[config.mk]
export PLATFORM = sky130hd
export DESIGN_NAME = div_seq
export DESIGN_NICKNAME = d
export VERILOG_FILES = /design/src/rtl/div_seq.sv
export SDC_FILE = /design/constraint.sdc
export NUM_CORES = 1
export LEC_CHECK = 0
export CAP_MARGIN = 15
export CORE_MARGIN = 2
export CORE_UTILIZATION = 44
export CTS_CLUSTER_SIZE = 24
export DETAILED_ROUTE_END_ITERATION = 10
export GPL_TIMING_DRIVEN = 1
export PLACE_DENSITY = 0.86
export SYNTH_ARGS = -nofsm -noshare
export SYNTH_HDL_FRONTEND = slang
export SYNTH_SLANG_ARGS = --single-unit
[constraint.sdc]
create_clock -name clk -period 3 [get_ports clk]
set_clock_uncertainty 0.15 [all_clocks]
set_input_delay 0.6 -clock clk [delete_from_list [all_inputs] [get_ports clk]]
set_output_delay 0.6 -clock clk [all_outputs]
set_load 0.05 [all_outputs]
[src/rtl/div_seq.sv]
// Sequencer for the iterative divider: zero check, operand latch, init pulse,
// run-length count with stall, and HI/LO capture with direct mthi/mtlo writes.
module div_seq #(
   parameter int unsigned DIV_CYCLES = 32,
   parameter int unsigned WIDTH      = 32
) (
   input  logic             clk,
   input  logic             reset,
   input  logic             start,
   input  logic [WIDTH-1:0] srcA,
   input  logic [WIDTH-1:0] srcB,
   input  logic [WIDTH-1:0] divHi,
   input  logic [WIDTH-1:0] divLo,
   input  logic             mtHi,
   input  logic             mtLo,
   input  logic [WIDTH-1:0] mtData,
   output logic [WIDTH-1:0] opA,
   output logic [WIDTH-1:0] opB,
   output logic             divCtrl,
   output logic             busy,
   output logic             done,
   output logic             divZero,
   output logic [WIDTH-1:0] hi,
   output logic [WIDTH-1:0] lo
);

   typedef enum logic [1:0] {StIdle, StLoad, StRun, StCapture} state_e;

   state_e           r_state;
   logic [5:0]       r_cnt;
   logic [WIDTH-1:0] r_op_a;
   logic [WIDTH-1:0] r_op_b;
   logic [WIDTH-1:0] r_hi;
   logic [WIDTH-1:0] r_lo;
   logic             r_div_ctrl;
   logic             r_busy;
   logic             r_done;
   logic             r_div_zero;

   always_ff @(posedge clk or negedge reset) begin
      if (!reset) begin
         r_state    <= StIdle;
         r_cnt      <= '0;
         r_op_a     <= '0;
         r_op_b     <= '0;
         r_hi       <= '0;
         r_lo       <= '0;
         r_div_ctrl <= 1'b0;
         r_busy     <= 1'b0;
         r_done     <= 1'b0;
         r_div_zero <= 1'b0;
      end else begin
         r_done     <= 1'b0;
         r_div_zero <= 1'b0;
         case (r_state)
            StIdle: begin
               if (mtHi) r_hi <= mtData;
               if (mtLo) r_lo <= mtData;
               if (start) begin
                  if (srcB == '0) begin
                     r_div_zero <= 1'b1;
                  end else begin
                     r_op_a     <= srcA;
                     r_op_b     <= srcB;
                     r_div_ctrl <= 1'b1;
                     r_busy     <= 1'b1;
                     r_state    <= StLoad;
                  end
               end
            end
            StLoad: begin
               r_cnt      <= '0;
               r_div_ctrl <= 1'b0;
               r_state    <= StRun;
            end
            StRun: begin
               // Counter holds at its last value; the exit edge only changes state.
               if (r_cnt == 6'(DIV_CYCLES - 1)) r_state <= StCapture;
               else r_cnt <= r_cnt + 6'd1;
            end
            StCapture: begin
               r_hi    <= divHi;
               r_lo    <= divLo;
               r_done  <= 1'b1;
               r_busy  <= 1'b0;
               r_state <= StIdle;
            end
            default: r_state <= StIdle;
         endcase
      end
   end

   assign opA     = r_op_a;
   assign opB     = r_op_b;
   assign divCtrl = r_div_ctrl;
   assign busy    = r_busy;
   assign done    = r_done;
   assign divZero = r_div_zero;
   assign hi      = r_hi;
   assign lo      = r_lo;

endmodule

==> key figures <==
Power
  • Leakage power: slightly above 4 nW
  • PwrDens: 1352 nW/µm²
  • Peak supply drop: roughly 0.00079 V
  • Pwr Total: around 0.013 W

Route
  • DRT iter0 DRCs: 230
  • Post-Route WL: approximately 18000 µm
  • Detailed Routing Iterations Pass 1: 5
  • Vias per cell: ~5.1
  • Vias: approximately 5200
  • WL per Instance: between 15 and 20 µm
  • DR DRC count: 0
  • Routed Antenna Nets: 0

Setup path
  • FF-to-FF setup slack: around 700 ps
  • CP endpoint kind: register
  • Worst path cell trace: clkdlybuf4s50_1 -> nor4_1 -> nand2_1 -> o41ai_2 -> nor2_4 -> buf_12 -> mux2_4
  • Max incr delay on CP: a little under 500 ps
  • Reg-to-Reg Start: r_state[0]$_DFFE_PN0P_
  • Startpoint types: primary input
  • Reg2reg path depth: 6
  • Top delay family on crit path: buffers and inverters
  • Crit-path slowest cell: o41ai_2
  • Arr. time, crit path: 2720 ps
  • Buf/Inv on CP: 2
  • FF-to-FF End: opB[31]$_DFFE_PN0P_
  • CP Data Required Time: 3140 ps
  • Setup CP Type: primary input to register
  • Crit path max fanout: between 50 and 60

Die
  • Core footprint: between 10000 and 15000 µm²
  • Initial Utilization: 0.4522
  • Row count: 42
  • DIE AREA: around 15000 µm²
  • Die Y: approximately 120 µm
  • Die width: approximately 120 µm
  • Num ports: 297

Global routing
  • Initial antenna violation count: 0
  • Vias in the first global route: roughly 5300
  • First-pass GRT wire length: ~28000 µm
  • Total track usage: 0.2534
  • Congestion Overflow GR: 0
  • Largest net degree at the start of global routing: 64

Synthesis
  • Mapped Area: 6012 µm²
  • Post-synthesis sequential area ratio: 0.5827
  • Synth Area in XOR/XNOR: 0.001457
  • Simple-gate area share of the yosys netlist: 0.1028
  • Mux cell area share after synthesis: 0.1471
  • Compound-cell area share of the yosys netlist: 0.1230
  • Syn nets: about 700
  • Primary FF master, synth: dfrtp_1
  • EDFF count, synth: 0
  • Mean Syn Cell Area: between 10 and 15 µm²
  • Largest family of logic cells by synthesized area: multiplexers
  • Cell count after synthesis: ~520
  • Yosys warns: 0
  • Yosys cell types: 25
  • Asr flop ratio synth: 1.000
  • Register bit total from synthesis: 140
  • Synth Area in Adders: 0.01249

Timing
  • RSZ-0062 raised after global routing: false
  • Worst-margin pin slew: roughly 640 ps
  • Post-layout minimum cycle time: around 2600 ps
  • Slew Limit Fails: 0
  • Final TNS setup: 0 ps
  • Fmax achieved: 0.3874 GHz
  • Endpoints failing setup: 0
  • Final Cycle Share: 0.8604
  • Worst rel slew slack: 0.5687
  • Final Hold Fails: 0

Cells and area
  • Synth-to-layout area growth: 62.31%
  • Layout cells sized above 1: 0.1337
  • Fin nets: 990
  • Fillers: between 800 and 900
  • # diodes: 0

Hold path
  • Hold crit path type: primary input to async pin

Clock tree
  • H-tree Lvls: 4
  • Root buffer cell: clkbuf_16
  • Clk sinks: 140
  • Post-CTS setup buffers: 0
  • CTS tree: yes
  • Inserted Clock Buffers: 17
  • Clock latency on the worst-skew pair: approximately 400 ps
  • Clock slew at reported path FFs: approximately 60 ps
  • Post-CTS sizing: 0
  • Max Root-Sink Buffers: 2
  • Post-CTS Hold Buffers: 0

Placement
  • Gpl congestion: roughly 0.87
  • Port Buffer Count: roughly 300
  • Hpwl dp: ~14000 µm

Run
  • Max-Cap Viols: 0

Outcome
  • Outcome: completed
report_power, final:
group          leakage [nW]  internal [W]  switching, W
clock                 0.275       0.00128      0.000744
sequential             1.71       0.00284      0.000563
combinational          2.16       0.00278       0.00499
total                  4.14       0.00690       0.00630
Yosys cell counts (5+ instances only):
master | count | area share
nor4_1 | 9 | 0.0094
nor2b_1 | 34 | 0.035
ha_1 | 6 | 0.012
a21oi_1 | 68 | 0.057
inv_1 | 7 | 0.0044
o21ai_0 | 69 | 0.057
nand2_1 | 77 | 0.048
mux2_2 | 27 | 0.051
dfrtp_1 | 140 | 0.58
buf_6 | 5 | 0.0094
mux2_4 | 38 | 0.095
clkbuf_1 | 24 | 0.015
cell usage in the layout (no fill, tap or decap), types with 17 or more instances in the layout:
master	instances
clkdlybuf4s50_1	295
dfrtp_1	140
nand2_1	77
o21ai_0	69
a21oi_1	66
mux2_4	38
nor2b_1	34
mux2_2	27
clkbuf_16	17
cell families after synthesis:
logic type | count (synthesis)
AO/OA/AOI/OAI | 142
flip-flops | 140
AND/OR/NAND/NOR | 131
multiplexers | 66
buffers and inverters | 38
adder cells (fa/ha/maj) | 6
XOR/XNOR | 1
layer usage:
metal  up-vias  routed length [µm]  global-route usage
met5         -                   0                   0
met1      2465                6769              0.2698
met2       251                9227              0.4410
met3        40                1755             0.09352
li1       2401                   -                   -
met4         0                 676              0.1243
worst max path at each step:
stage / cells past startpoint / slack (ps) / from / end
6_report: 7 / 420 / srcB[24] / opA[20]$_DFFE_PN0P_
5_1_grt: 7 / 320 / srcB[24] / opA[28]$_DFFE_PN0P_
4_1_cts: 7 / 430 / srcB[24] / opA[20]$_DFFE_PN0P_
3_5_place_dp: 7 / 10 / srcB[24] / opA[20]$_DFFE_PN0P_
3_3_place_gp: 7 / 60 / srcB[24] / opA[21]$_DFFE_PN0P_
2_1_floorplan: 7 / 670 / srcB[16] / opA[12]$_DFFE_PN0P_
final cells by class:
type,instances,area (µm²),area share
Multi-Input combinational cell,346,2369,0.2427
Clock buffer,23,478.0,0.04898
Timing Repair Buffer,307,3072,0.3148
Tap cell,176,220.2,0.02257
Clock inverter,7,90.09,0.009232
Inverter,7,26.28,0.002693
Sequential cell,140,3503,0.3590
sequential cells by signal (all words and copies together) (netlist names):
register	flops
opA	32
hi	32
divCtrl	1
done	1
lo	32
opB	32
r_cnt	6
r_state	2
divZero	1
busy	1
stage by stage:
stage	setup WS, ps	hold slack [ps]	std cells	area (µm²)	utilization
after detailed placement	9.796	320.7	976	9190	0.6912
final	418.8	12.11	1006	9758	0.7340
after floorplan	669.2	154.4	524	6012	-
after CTS	427.9	33.39	1006	9758	0.7340
after global placement	60.96	312.6	976	9190	0.6912
after global routing	320.2	54.11	1006	9758	0.7340
No activity file was read; power rests on OpenSTA's default activity.
